$ cat config.mk
export PLATFORM = sky130hd
export DESIGN_NAME = pipeline_ctrl_unit
export DESIGN_NICKNAME = d
export VERILOG_FILES = /design/src/rtl/pipeline_ctrl_unit_pkg.sv /design/src/rtl/pipeline_ctrl_unit_sat_counter.sv /design/src/rtl/pipeline_ctrl_unit.sv
export SDC_FILE = /design/constraint.sdc
export NUM_CORES = 1
export LEC_CHECK = 0
export ABC_AREA = 1
export CAP_MARGIN = 20
export CORE_MARGIN = 1.5
export CORE_UTILIZATION = 45
export CTS_BUF_LIST = sky130_fd_sc_hd__clkbuf_8 sky130_fd_sc_hd__clkbuf_16
export CTS_CLUSTER_SIZE = 20
export DETAILED_ROUTE_END_ITERATION = 16
export PLACE_DENSITY = 0.71
export SETUP_SLACK_MARGIN = 0.4
export SYNTH_ARGS = -nofsm -noshare
export SYNTH_HDL_FRONTEND = slang
export SYNTH_SLANG_ARGS = --single-unit
$ cat constraint.sdc
create_clock -name clk_i -period 3.5 [get_ports clk_i]
set_clock_uncertainty 0.1 [all_clocks]
set_input_delay 0.7 -clock clk_i [delete_from_list [all_inputs] [get_ports clk_i]]
set_output_delay 0.7 -clock clk_i [all_outputs]
set_load 0.01 [all_outputs]
$ cat src/rtl/pipeline_ctrl_unit_pkg.sv
// pipeline_ctrl_unit_pkg: shared state encoding and default trap vector for the pipeline controller
package pipeline_ctrl_unit_pkg;
    typedef enum logic [1:0] {PC_RUN, PC_DRAIN, PC_TRAP, PC_HALT} pipe_ctrl_state_t;
    localparam logic [31:0] TRAP_VECTOR_DEFAULT = 32'h0000_0100;
endpackage

$ cat src/rtl/pipeline_ctrl_unit_sat_counter.sv
// sat_counter: event counter that sticks at all-ones instead of wrapping
module sat_counter #(
    parameter int W = 32
) (
    input  logic         clk_i,
    input  logic         rst_i,
    input  logic         inc_i,
    output logic [W-1:0] cnt_o
);
    logic [W-1:0] cnt_q, cnt_d;
    always_comb cnt_d = (inc_i && !(&cnt_q)) ? cnt_q + W'(1) : cnt_q;
    always_ff @(posedge clk_i or posedge rst_i) begin
        if (rst_i) cnt_q <= '0;
        else       cnt_q <= cnt_d;
    end
    assign cnt_o = cnt_q;
endmodule

$ cat src/rtl/pipeline_ctrl_unit.sv
// pipeline_ctrl_unit: stall/flush priority decoder with precise-exception drain, trap redirect and halt mode
module pipeline_ctrl_unit
    import pipeline_ctrl_unit_pkg::*;
#(
    parameter int          NUM_PREGS     = 4,
    parameter int          EX_PREG       = 1,
    parameter int          CNT_WIDTH     = 32,
    parameter int          DRAIN_TIMEOUT = 16,
    parameter logic [31:0] TRAP_VECTOR   = TRAP_VECTOR_DEFAULT
) (
    input  logic                 clk_i,
    input  logic                 reset_i,
    input  logic                 hazard_i,
    input  logic                 branch_flush_i,
    input  logic                 muldiv_ready_i,
    input  logic                 exception_i,
    input  logic                 halt_req_i,
    input  logic [NUM_PREGS-1:0] preg_valid_i,
    output logic                 pc_stall_o,
    output logic                 pc_flush_o,
    output logic [NUM_PREGS-1:0] preg_stall_o,
    output logic [NUM_PREGS-1:0] preg_flush_o,
    output logic                 trap_valid_o,
    output logic [31:0]          trap_pc_o,
    output logic                 trap_timeout_o,
    output logic [CNT_WIDTH-1:0] stall_cnt_o,
    output logic [CNT_WIDTH-1:0] flush_cnt_o,
    output logic [CNT_WIDTH-1:0] exc_cnt_o
);
    localparam int TW = $clog2(DRAIN_TIMEOUT + 1);

    pipe_ctrl_state_t state_q, state_d;
    logic [TW-1:0] timer_q;
    logic trap_timeout_q;
    logic [NUM_PREGS-1:0] m_le_ex, m_lt_ex, m_eq_ex, m_ex1, m_hold, m_last, m_older;
    logic [NUM_PREGS-1:0] stall, flush;
    logic drain_empty, drain_timeout;

    always_comb begin
        m_le_ex = '0;
        m_lt_ex = '0;
        m_eq_ex = '0;
        m_ex1   = '0;
        m_hold  = '0;
        m_last  = '0;
        m_older = '0;
        for (int i = 0; i < NUM_PREGS; i++) begin
            m_le_ex[i] = (i <= EX_PREG);
            m_lt_ex[i] = (i < EX_PREG);
            m_eq_ex[i] = (i == EX_PREG);
            m_ex1[i]   = (i == EX_PREG + 1);
            m_hold[i]  = (i <= NUM_PREGS - 2);
            m_last[i]  = (i == NUM_PREGS - 1);
            m_older[i] = (i >= EX_PREG + 2);
        end
    end

    assign drain_empty   = ~|(preg_valid_i & m_older);
    assign drain_timeout = timer_q == TW'(DRAIN_TIMEOUT - 1);

    // HALT only holds while requested and no exception; otherwise the RUN priority chain decides
    always_comb begin
        state_d      = state_q;
        pc_stall_o   = 1'b0;
        pc_flush_o   = 1'b0;
        trap_valid_o = 1'b0;
        stall        = '0;
        flush        = '0;
        if (reset_i) begin
            flush = '1;
        end else if (state_q == PC_TRAP) begin
            trap_valid_o = 1'b1;
            pc_flush_o   = 1'b1;
            flush        = '1;
            state_d      = PC_RUN;
        end else if (state_q == PC_DRAIN) begin
            pc_stall_o = 1'b1;
            stall      = m_le_ex;
            flush      = m_ex1;
            state_d    = (drain_empty || drain_timeout) ? PC_TRAP : PC_DRAIN;
        end else if (state_q == PC_HALT && halt_req_i && !exception_i) begin
            pc_stall_o = 1'b1;
            stall      = m_hold;
            flush      = m_last;
        end else if (exception_i) begin
            pc_stall_o = 1'b1;
            stall      = m_le_ex;
            flush      = m_ex1;
            state_d    = PC_DRAIN;
        end else if (branch_flush_i) begin
            pc_flush_o = 1'b1;
            flush      = m_le_ex;
            state_d    = PC_RUN;
        end else if (hazard_i) begin
            pc_stall_o = 1'b1;
            stall      = m_lt_ex;
            flush      = m_eq_ex;
            state_d    = PC_RUN;
        end else if (!muldiv_ready_i) begin
            pc_stall_o = 1'b1;
            stall      = m_le_ex;
            flush      = m_ex1;
            state_d    = PC_RUN;
        end else if (halt_req_i) begin
            pc_stall_o = 1'b1;
            stall      = m_hold;
            flush      = m_last;
            state_d    = PC_HALT;
        end else begin
            state_d = PC_RUN;
        end
    end

    assign preg_stall_o   = stall & ~flush;
    assign preg_flush_o   = flush;
    assign trap_pc_o      = trap_valid_o ? TRAP_VECTOR : '0;
    assign trap_timeout_o = trap_timeout_q;

    always_ff @(posedge clk_i or posedge reset_i) begin
        if (reset_i) begin
            state_q        <= PC_RUN;
            timer_q        <= '0;
            trap_timeout_q <= 1'b0;
        end else begin
            state_q <= state_d;
            timer_q <= (state_q == PC_DRAIN) ? timer_q + TW'(1) : '0;
            if (state_q == PC_DRAIN && state_d == PC_TRAP) trap_timeout_q <= drain_timeout;
        end
    end

    sat_counter #(.W(CNT_WIDTH)) u_stall_cnt (.clk_i(clk_i), .rst_i(reset_i), .inc_i(pc_stall_o),   .cnt_o(stall_cnt_o));
    sat_counter #(.W(CNT_WIDTH)) u_flush_cnt (.clk_i(clk_i), .rst_i(reset_i), .inc_i(pc_flush_o),   .cnt_o(flush_cnt_o));
    sat_counter #(.W(CNT_WIDTH)) u_exc_cnt   (.clk_i(clk_i), .rst_i(reset_i), .inc_i(trap_valid_o), .cnt_o(exc_cnt_o));
endmodule
==> summary.md, run 1 <==
| Metric | Value |
|---|---|
| Clock tree from TritonCTS | done |
| Hold Path Class | register to register |
| Leftover overflow at the end of global routing | 0 |
| Clock latency at the later pin of the worst-skew pair | 350 ps |
| Number of placement rows | 46 |
| Number of antenna repair diodes | 0 |
| Max-cap viol count | 0 |
| Root Driver | clkbuf_16 |
| 1st-iter DRT viols | 472 |
| Iteration count of the initial detailed-routing pass | 5 |
| Vias/cell | 4.723 |
| Overall routing resource usage | 22.36% |
| Starting utilization of the core area | 46.16% |
| Die width | 130.6 microns |
| # nets final | 1,307 |
| Worst-path fanout max | 24 |
| Proportion of power drawn by flip-flops and latches | 43.4% |
| Number of H-tree levels | 3 |
| Die Y | 130.6 microns |
| Required arrival time at the worst endpoint | 2700 ps |
| Setup repair bufs after CTS | 0 |
| Internal power contribution | 2174 uW |
| Number of buffers inserted by hold repair at cts | 0 |
| Number of antenna violations at the first check in global routing | 0 |
| Most common cell after layout, fill and taps aside | nand2_1 |
| Proportion of synthesized chip area in sequential cells | 35.49% |
| Seq cells post-synth | 104 |
| Leakage dissipation | 0.004220 uW |
| Clock transition at the registers of the reported paths | 70 ps |
| Number of nets with antenna violations after detailed routing | 0 |
| FF/Latch Area | 0.002603 sq mm |
| Biggest area contributors in the synthesized netlist | dfrtp_1 35%, nand2_1 31%, nor2_1 8.3%, inv_1 4.8%, buf_4 4.3% |
| Share of synthesized area spent on multiplexers | 0% |
| Kind of start point of the critical path | primary input |
| Worst relative slew slack | 49.74% |
| Wire length of the first global-routing pass | 30,480 microns |
| Post-synthesis cell type with the largest combined area | dfrtp_1 |
| Number of global-route vias before repair | 6,465 |
| Data arrival time of the worst path | 2260 ps |
| Share of final-layout standard cells stronger than drive strength 1 | 4.402% |
| Number of clock sinks | 104 |
| Maximum resistive drop on vdd | 0.2686 mV |
| Part of the power in combinational logic | 25.3% |
| Setup crit end kind | output port |
| RSZ-0062 raised after global routing | true |
| Mean cell area of the mapped netlist | 6.214 sq um |
| Post-route cell area | 0.008831 sq mm |
| Power Density | 370.6 mW/mm^2 |
| Final RePlAce weighted congestion | 0.9208 |
| Fraction of the mapped netlist area in compound gates | 1.041% |
| Net switching fraction of the power | 33.57% |
| XOR/XNOR Fraction of Synth Area | 5.495% |
| Clk buf depth | 2 |
| Final Util | 55.59% |
| Max-slew violation count | 0 |
| Cell area reported after detailed placement | 0.008489 sq mm |
| Highest achievable clock rate | 327.0 MHz |
| Commonest cells after routing, fill and taps aside | 609 x nand2_1, 162 x nor2_1, 110 x clkdlybuf4s50_1, 104 x dfrtp_1, 93 x inv_1 |
| Area fraction of the dominant cell type after synthesis | 35.49% |
| Setup TNS after final layout | 0 ps |
| DPL Wire Length | 13,510 microns |
| Post-synth cell types | 23 |
| Per-cell routed wire length | 12.19 microns |
| Net switching power | 1099 uW |
| Crit Path Class | primary input to output port |
| Number of buffers inserted during clock tree synthesis | 9 |
| Pin count of the biggest net entering global routing | 85 |
| Syn Std Cell Area | 0.007332 sq mm |
| Status | finished, final reports clean |
| Period minus WS final | 3058 ps |
| Portion of total power attributed to the clock network | 31.2% |
| Total detailed-routing wirelength | 18,420 microns |
| Count of unresolved DRC violations after routing | 0 |
| Syn Inst Count | 1,180 |
| Worst-Margin Slew | 752.1 ps |
| Multi-input combinational cell area | 0.004068 sq mm |
| Yosys warnings | 0 |
| Core Area | 0.01589 sq mm |
| Top-Level Pins | 151 |
| Vias | 7,137 |
| Area of the die | 0.01707 sq mm |
| Number of fillers in the final layout | 1,622 |
| Final period utilization | 87.36% |
| Number of port buffers | 115 |
| Area growth from synthesis to final layout | 20.44% |
| Final setup vio count | 0 |
| Synth Area in Adders | 0.8532% |
| Fin. Hold Viols | 0 |
| Post-synthesis simple-gate area fraction | 46.28% |
| Largest family of logic cells by synthesized area | simple AND/OR/NAND/NOR gates |
layout make-up:
type / count / area share (%)
multi-input cells: 955 / 46.06
inverters: 102 / 4.392
flip-flops and latches: 104 / 29.47
clock inverters: 5 / 0.6517
repair buffers: 119 / 13.66
well taps: 216 / 3.060
clock buffers: 10 / 2.706
worst max-delay path, stage by stage:
cell             delay (ps)
clkdlybuf4s50_1         510
inv_4                   100
buf_8                   210
nand2_2                 120
inv_2                    80
clkdlybuf4s50_1         540
path summary, 6_finish.rpt:
check                                                 start                           endpoint  slack (ps)  cells after the start
max                                                 reset_i                         pc_flush_o         440                      6
min in group asynchronous                           reset_i               timer_q[1]$_DFF_PP0_         710                      3
min reg2reg                            timer_q[0]$_DFF_PP0_               timer_q[0]$_DFF_PP0_         360                      1
min                                    timer_q[0]$_DFF_PP0_               timer_q[0]$_DFF_PP0_         360                      1
max reg2reg                u_stall_cnt.cnt_o[0]$_DFFE_PP0P_  u_stall_cnt.cnt_o[11]$_DFFE_PP0P_        1170                      9
max in group asynchronous                           reset_i    u_exc_cnt.cnt_o[20]$_DFFE_PP0P_        1650                      5
per-stage QoR:
step           instances  hold WS (ps)  total power, uW  setup WS (ps)
3_5_place_dp        1495         349.9             2277          228.0
2_1_floorplan       1211         331.3             2025          594.2
4_1_cts             1510         359.3             3311          322.2
3_3_place_gp        1495         348.9             2262          269.5
6_report            1511         357.2             3273          442.2
5_1_grt             1511         369.2             3469          368.1
registers in the layout (all words and copies together) (netlist names):
name,flops
u_stall_cnt.cnt_o,32
u_exc_cnt.cnt_o,32
trap_timeout_o,1
u_flush_cnt.cnt_o,32
state_q,2
timer_q,5
cell families after synthesis:
group,after synthesis
XOR/XNOR,46
AND/OR/NAND/NOR,857
flip-flops,104
adder cells (fa/ha/maj),5
AO/OA/AOI/OAI,15
other,1
buffers and inverters,152
cells in the mapped netlist (all sizes together):
| master | count |
|---|---|
| nand2 | 620 |
| nor2 | 178 |
| dfrtp | 104 |
| inv | 102 |
| nand3 | 54 |
| buf | 50 |
| xor2 | 32 |
| xnor2 | 14 |
| o21ai | 11 |
| ha | 5 |
| nand4 | 4 |
| a21oi | 3 |
| a31oi | 1 |
| conb | 1 |
| nor3 | 1 |
power by group through the flow:
stage | Sequential (uW) | Combinational [uW] | Clock (uW)
floorplan | 1450 | 576 | 0
global placement | 1440 | 820 | 0
detailed placement | 1440 | 834 | 0
CTS | 1420 | 832 | 1060
global route | 1440 | 930 | 1100
finish | 1420 | 829 | 1020
layer usage:
layer / up-vias / track usage [%] / wire length (microns)
met5: - / 0 / 0
met4: 0 / 7.498 / 321
met3: 24 / 2.972 / 873
met2: 187 / 36.81 / 8443
met1: 3214 / 30.47 / 8776
li1: 3712 / - / -
repair_timing:
item                       in CTS  in global routing
hold endpoints to repair        0                  0
setup endpoints to repair       6                  3
resized for setup               6                  6
cloned                          0                  0
(Power assumes the default switching activity.)
==> run 2: changes to the inputs <==
Settings changed: ABC_AREA 1 to not set, PLACE_DENSITY 0.71 to 0.74, REMOVE_ABC_BUFFERS set to 1.
==> run 2 against run 1 <==
  * Flip-flop and latch count unchanged
  * Power fell by 3.7%
  * Setup slack got worse by 50 ps
  * Core utilization increased by 3.7 points
  * Cell area fell by 19%
  * Count of clock-buffer cells in the layout grew 1
  * Routed wire length fell by 30%
  * Via count is 37% lower
  * Critical path depth down 1
  * First-iteration DRC count is 51% lower
  * Global-route usage decreased by 1.9 points
  * Largest cell class unchanged
  * Highest routed layer unchanged
==> summary.md, run 2 <==
| Metric | Value |
|---|---|
| Clock transition at the registers of the reported paths | 60 ps |
| Required arrival time at the worst endpoint | 2700 ps |
| Startpoint of the lowest-slack register-to-register path | u_flush_cnt.cnt_o[0]$_DFFE_PP0P_ |
| Power Density | 440.2 mW/mm^2 |
| List of most frequent post-synthesis cells | 104 x dfrtp_1, 59 x xnor2_1, 46 x nand4_1 |
| Per-cell routed wire length | 15.23 microns |
| Yosys warnings | 0 |
| Maximum resistive drop on vdd | 0.2288 mV |
| Iteration count of the initial detailed-routing pass | 5 |
| Number of placement rows | 40 |
| Vias | 4,500 |
| Cell-by-cell trace of the critical path | clkdlybuf4s50_1 > buf_4 > nand4bb_4 > a21oi_2 > clkdlybuf4s50_1 |
| DPL Wire Length | 9529 microns |
| Library cell with the highest instance count after synthesis | dfrtp_1 |
| Post-route cell area | 0.007157 sq mm |
| Area fraction of the dominant cell type after synthesis | 46.44% |
| Overall routing resource usage | 20.47% |
| Metal3 WL | 770 microns |
| Number of global-route vias before repair | 4,445 |
| Number of buffers inserted by hold repair at cts | 0 |
| Leakage dissipation | 0.003095 uW |
| Final RePlAce weighted congestion | 0.8879 |
| Post-synth cell types | 51 |
| Number of antenna repair diodes | 0 |
| Endpoint of the most critical register-to-register path | u_flush_cnt.cnt_o[1]$_DFFE_PP0P_ |
| Syn Inst Count | 553 |
| Area of the die | 0.01313 sq mm |
| Most common cell after layout, fill and taps aside | clkdlybuf4s50_1 |
| Max-slew violation count | 0 |
| Cell area reported after detailed placement | 0.006868 sq mm |
| Count of unresolved DRC violations after routing | 0 |
| FF/Latch Area | 0.002603 sq mm |
| Data arrival time of the worst path | 2310 ps |
| Multi-input combinational cell area | 0.002768 sq mm |
| Slowest CP cell | clkdlybuf4s50_1 |
| Mean cell area of the mapped netlist | 10.13 sq um |
| Number of buffers inserted during clock tree synthesis | 9 |
| Starting utilization of the core area | 46.46% |
| FF-to-FF path depth | 7 |
| Number of port buffers | 115 |
| Seq cells post-synth | 104 |
| # nets final | 694 |
| CP bufs+invs | 3 |
| Number of nets with antenna violations after detailed routing | 0 |
| Hold Path Class | register to register |
| Root Driver | clkbuf_16 |
| Pin count of the biggest net entering global routing | 57 |
| Max-cap viol count | 0 |
| Slack of the worst reg-to-reg path | 1000 ps |
| Largest incremental delay on the critical path | 570 ps |
| WL met2 | 6380 microns |
| 1st-iter DRT viols | 230 |
| Setup TNS after final layout | 0 ps |
| Setup crit end kind | output port |
| Top layer used by detailed routing | met4 |
| Area growth from synthesis to final layout | 27.71% |
| Post-synthesis async set-or-reset flop share | 100.0% |
| Vias/cell | 5.294 |
| Clock latency at the later pin of the worst-skew pair | 340 ps |
| Worst hold stages | 1 |
| Worst-Margin Slew | 786.7 ps |
| Top-Level Pins | 151 |
| Metal1 wirelength | 5679 microns |
| Wire length of the first global-routing pass | 21,610 microns |
| RSZ-0062 raised after global routing | true |
| Total detailed-routing wirelength | 12,950 microns |
| Core Area | 0.01206 sq mm |
| Number of H-tree levels | 3 |
| Kind of start point of the critical path | primary input |
| Crit Path Class | primary input to output port |
| Syn Std Cell Area | 0.005604 sq mm |
| Worst hold margin | 373.1 ps |
| Worst relative slew slack | 47.36% |
| Die width | 114.6 microns |
| Post-synthesis cell type with the largest combined area | dfrtp_1 |
| Highest achievable clock rate | 321.8 MHz |
| Destination of the worst hold path | timer_q[0]$_DFF_PP0_ |
| Number of clock sinks | 104 |
| Worst-path fanout max | 5 |
| Fin. Hold Viols | 0 |
| Family of cells with the greatest summed delay on the critical path | buffers and inverters |
| Number of flops mapped to enable cells by yosys | 0 |
| Status | finished, final reports clean |
| Biggest area contributors in the synthesized netlist | dfrtp_1 46%, xnor2_1 9.2%, xor2_1 5.3%, nand4_1 5.1%, buf_4 4.7% |
| Number of antenna violations at the first check in global routing | 0 |
| Die Y | 114.6 microns |
| Final period utilization | 88.79% |
| Final setup vio count | 0 |
| Number of fillers in the final layout | 1,041 |
| Most instantiated flip-flop cell in the synthesis netlist | dfrtp_1 |
| Period minus WS final | 3108 ps |
| Proportion of synthesized chip area in sequential cells | 46.44% |
| Commonest cells after routing, fill and taps aside | 105 x clkdlybuf4s50_1, 104 x dfrtp_1, 59 x xnor2_1, 46 x nand4_1, 42 x nand3_1 |
| Critical hold path startpoint | timer_q[0]$_DFF_PP0_ |
| Share of final-layout standard cells stronger than drive strength 1 | 8.798% |
| Clk buf depth | 2 |
| Most numerous cell on the critical path | clkdlybuf4s50_1 |
| Leftover overflow at the end of global routing | 0 |
| Clock tree from TritonCTS | done |
## run 2: changes by cell type after synthesis, sizes merged, moves of 5 or more
cell | before | now
and2 | 0 | 8
and3 | 0 | 18
buf | 50 | 41
clkbuf | 0 | 6
inv | 102 | 16
nand2 | 620 | 41
nand2b | 0 | 5
nand3 | 54 | 45
nand4 | 4 | 47
nor2 | 178 | 29
nor3 | 1 | 28
nor4 | 0 | 15
xnor2 | 14 | 59
## run 2: how the worst max path moves through the flow
stage                    from              end  slack [ps]  depth (start not counted)
2_1_floorplan         reset_i  preg_flush_o[0]        -610                          2
3_3_place_gp   muldiv_ready_i       pc_stall_o          80                          6
3_5_place_dp   muldiv_ready_i       pc_stall_o          80                          6
4_1_cts        muldiv_ready_i       pc_stall_o         270                          6
5_1_grt            halt_req_i       pc_flush_o         340                          5
6_report           halt_req_i       pc_flush_o         390                          5
## run 2: area by class of cell
cell class	count	share of cell area, %
flip-flops and latches	104	36.36
clock inverters	4	0.3147
clock buffers	11	3.531
inverters	16	0.8741
well taps	168	2.937
multi-input cells	417	38.67
repair buffers	130	17.31
## run 2: worst register-to-register path, cell delays in order, from the launching register on
cell and delay (ps):
dfrtp_1 410, ha_1 280, nand4_1 120, nor2_1 610, nand4_1 170, buf_4 240, nand2_1 120, mux2_2 330
## run 2: metrics by stage
| step | setup WS (ps) | instances | total power (uW) | util [%] |
|---|---|---|---|---|
| detailed placement | 77.99 | 834 | 2242 | 56.94 |
| global placement | 79.03 | 834 | 2213 | 56.94 |
| CTS | 267.4 | 849 | 3171 | 59.35 |
| floorplan | -611.4 | 537 | 1849 | - |
| finish | 392.4 | 850 | 3150 | 59.34 |
| global route | 342.8 | 850 | 3306 | 59.34 |
## run 2: report_power, final
group | leakage [uW] | internal, uW | switching, uW
Clock | 0.000136 | 512 | 421
Combinational | 0.00156 | 365 | 367
Sequential | 0.00139 | 1310 | 172
Total | 0.00309 | 2190 | 960
## run 2: per-layer routing
layer  track usage (%)  vias up
met5                 0        -
met4             6.083        0
met3             4.235        9
met2             33.93      140
met1             27.08     2206
li1                  -     2145
## run 2: repair_timing
item | in CTS | in global routing
gates resized for setup | 18 | 10
setup buffers | 0 | 1
pin swaps | 3 | 2
setup endpoints to repair | 10 | 6
## run 2: kinds of logic after synthesis
logic type	share of synthesized area, %
buffers and inverters	6.809
AND/OR/NAND/NOR	26.50
other	0.06691
AO/OA/AOI/OAI	3.729
multiplexers	0.8037
XOR/XNOR	14.53
adder cells (fa/ha/maj)	1.116
flip-flops	46.44
==> run 3: changes to the inputs <==
--- a/config.mk
+++ b/config.mk
@@ -7,4 +7,5 @@
 export LEC_CHECK = 0
 export CAP_MARGIN = 20
+export CORE_ASPECT_RATIO = 1.4
 export CORE_MARGIN = 1.5
 export CORE_UTILIZATION = 45
==> constraint.sdc (replaced) <==
create_clock -name clk_i -period 3.5 [get_ports clk_i]
set_clock_uncertainty 0.1 [all_clocks]
set_input_delay 0.35 -clock clk_i [delete_from_list [all_inputs] [get_ports clk_i]]
set_output_delay 0.35 -clock clk_i [all_outputs]
set_load 0.01 [all_outputs]
==> run 3 against run 2 <==
  * Critical path depth is 1 higher
  * Final cell count decreased by 3.1%
  * Count of clock-buffer cells in the layout decreased by 2
  * Cell area fell by 0.40%
  * Via count fell by 0.24%
  * Register-to-register slack improved by 30 ps
  * Sequential power barely moved
  * First-iteration DRC count fell by 37%
  * Worst hold slack lost 7.5 ps
  * Global-route usage fell by 0.45 points
  * Maximum frequency is 7.0% higher
  * Setup slack better by 200 ps
  * Critical path type unchanged
  * Highest routed layer unchanged
==> summary.md, run 3 (same netlist as run 2, synthesis figures left out) <==
| Metric | Value |
|---|---|
| Final setup vio count | 0 |
| Number of buffers inserted by hold repair at cts | 0 |
| FF-to-FF path depth | 7 |
| Data arrival time of the worst path | 2450 ps |
| Starting utilization of the core area | 45.74% |
| DPL Wire Length | 9649 microns |
| Critical path launch point | halt_req_i |
| Setup repair bufs after CTS | 0 |
| Setup TNS after final layout | 0 ps |
| # nets final | 686 |
| Number of H-tree levels | 3 |
| Fin. Hold Viols | 0 |
| Commonest cells after routing, fill and taps aside | 115 x clkdlybuf4s50_1, 104 x dfrtp_1, 59 x xnor2_1, 46 x nand4_1, 42 x nand3_1 |
| Setup crit end kind | output port |
| Die width | 97.32 microns |
| Startpoint of the lowest-slack register-to-register path | u_flush_cnt.cnt_o[0]$_DFFE_PP0P_ |
| Top-Level Pins | 151 |
| Number of fillers in the final layout | 1,091 |
| Endpoint of the most critical register-to-register path | u_flush_cnt.cnt_o[1]$_DFFE_PP0P_ |
| Power Density | 466.8 mW/mm^2 |
| Most common cell after layout, fill and taps aside | clkdlybuf4s50_1 |
| Required arrival time at the worst endpoint | 3050 ps |
| Number of global-route vias before repair | 4,484 |
| Number of antenna repair diodes | 0 |
| Wire length of the first global-routing pass | 21,550 microns |
| Clk buf depth | 2 |
| Vias/cell | 5.448 |
| Status | finished, final reports clean |
| Final period utilization | 82.95% |
| Leakage dissipation | 0.003077 uW |
| Max-cap viol count | 0 |
| Share of final-layout standard cells stronger than drive strength 1 | 6.677% |
| Clock latency at the later pin of the worst-skew pair | 340 ps |
| Number of antenna violations at the first check in global routing | 0 |
| Clock tree from TritonCTS | done |
| Clock transition at the registers of the reported paths | 60 ps |
| Number of port buffers | 115 |
| Worst relative slew slack | 46.61% |
| Number of clock sinks | 104 |
| Maximum resistive drop on vdd | 0.3147 mV |
| Number of buffers inserted during clock tree synthesis | 9 |
| Max-slew violation count | 0 |
| Iteration count of the initial detailed-routing pass | 4 |
| Highest achievable clock rate | 344.4 MHz |
| Worst-path fanout max | 7 |
| Die Y | 135.0 microns |
| Crit Path Class | primary input to output port |
| Worst hold margin | 365.6 ps |
| 1st-iter DRT viols | 144 |
| Worst-Margin Slew | 797.9 ps |
| Worst Setup EP | pc_stall_o |
| FF/Latch Area | 0.002603 sq mm |
| Leftover overflow at the end of global routing | 0 |
| Number of placement rows | 48 |
| Slack of the worst reg-to-reg path | 1030 ps |
| Hold Path Class | register to register |
| RSZ-0062 raised after global routing | false |
| Worst hold stages | 1 |
| Kind of start point of the critical path | primary input |
| Total detailed-routing wirelength | 13,030 microns |
| Core Area | 0.01225 sq mm |
| Number of nets with antenna violations after detailed routing | 0 |
| Count of unresolved DRC violations after routing | 0 |
| Gates resized, CTS repair | 0 |
| Overall routing resource usage | 20.02% |
| Final RePlAce weighted congestion | 0.8817 |
| Area of the die | 0.01314 sq mm |
| Area growth from synthesis to final layout | 27.19% |
| Period minus WS final | 2903 ps |
| Pin count of the biggest net entering global routing | 57 |
| Vias | 4,489 |
| Multi-input combinational cell area | 0.002739 sq mm |
| Per-cell routed wire length | 15.82 microns |
| Root Driver | clkbuf_16 |
run 3: cell count changes in the layout (fill, tap and decap cells not counted), sizes merged:
cell           delta
clkdlybuf4s50    +10
buf               -9
clkbuf            -5
dlygate4sd2       -4
bufinv            +3
clkdlybuf4s15     -2
clkinvlp          -2
clkinv            +1
run 3: layer usage:
| metal | routed length [microns] | part of all wire, % | global-route usage [%] |
|---|---|---|---|
| met5 | 0 | 0 | 0 |
| met4 | 222 | 1.7 | 8.254 |
| met3 | 577 | 4.4 | 3.468 |
| met2 | 6833 | 52 | 35.35 |
| met1 | 5399 | 41 | 24.24 |
run 3: worst min path at each step:
stage                         startpoint                    to  slack, ps
detailed placement  timer_q[0]$_DFF_PP0_  timer_q[0]$_DFF_PP0_        360
floorplan           timer_q[0]$_DFF_PP0_  timer_q[0]$_DFF_PP0_        330
finish              timer_q[0]$_DFF_PP0_  timer_q[0]$_DFF_PP0_        370
CTS                 timer_q[0]$_DFF_PP0_  timer_q[0]$_DFF_PP0_        370
global placement    timer_q[0]$_DFF_PP0_  timer_q[0]$_DFF_PP0_        350
global route        timer_q[0]$_DFF_PP0_  timer_q[0]$_DFF_PP0_        390
run 3: stage by stage:
stage	util (%)	setup slack, ps	instance area (sq um)	power, uW	std cells
after global placement	55.44	534.6	6793	2191	809
after global routing	58.18	499.2	7128	3488	824
after CTS	58.16	486.9	7126	3366	824
final	58.18	596.7	7128	3328	824
after detailed placement	55.44	490.0	6793	2223	809
after floorplan	-	88.57	5399	1849	537
run 3: area by class of cell:
cell class | count | share of cell area (%)
Clock buffer | 9 | 3.160
Clock inverter | 6 | 1.510
Inverter | 16 | 0.8777
Multi-Input combinational cell | 417 | 38.42
Sequential cell | 104 | 36.51
Tap cell | 150 | 2.633
Timing Repair Buffer | 122 | 16.89
run 3: power by group:
| part | internal, uW | leakage, uW | switching (uW) |
|---|---|---|---|
| sequential | 1310 | 0.00139 | 173 |
| clock | 694 | 0.000167 | 432 |
| combinational | 363 | 0.00152 | 354 |
| total | 2370 | 0.00308 | 959 |
run 3: critical path, cell delays in order:
cell             delay (ps)
clkdlybuf4s50_1         500
or3b_2                  510
a221o_1                 350
nand2_2                 170
inv_1                    90
clkdlybuf4s50_1         480
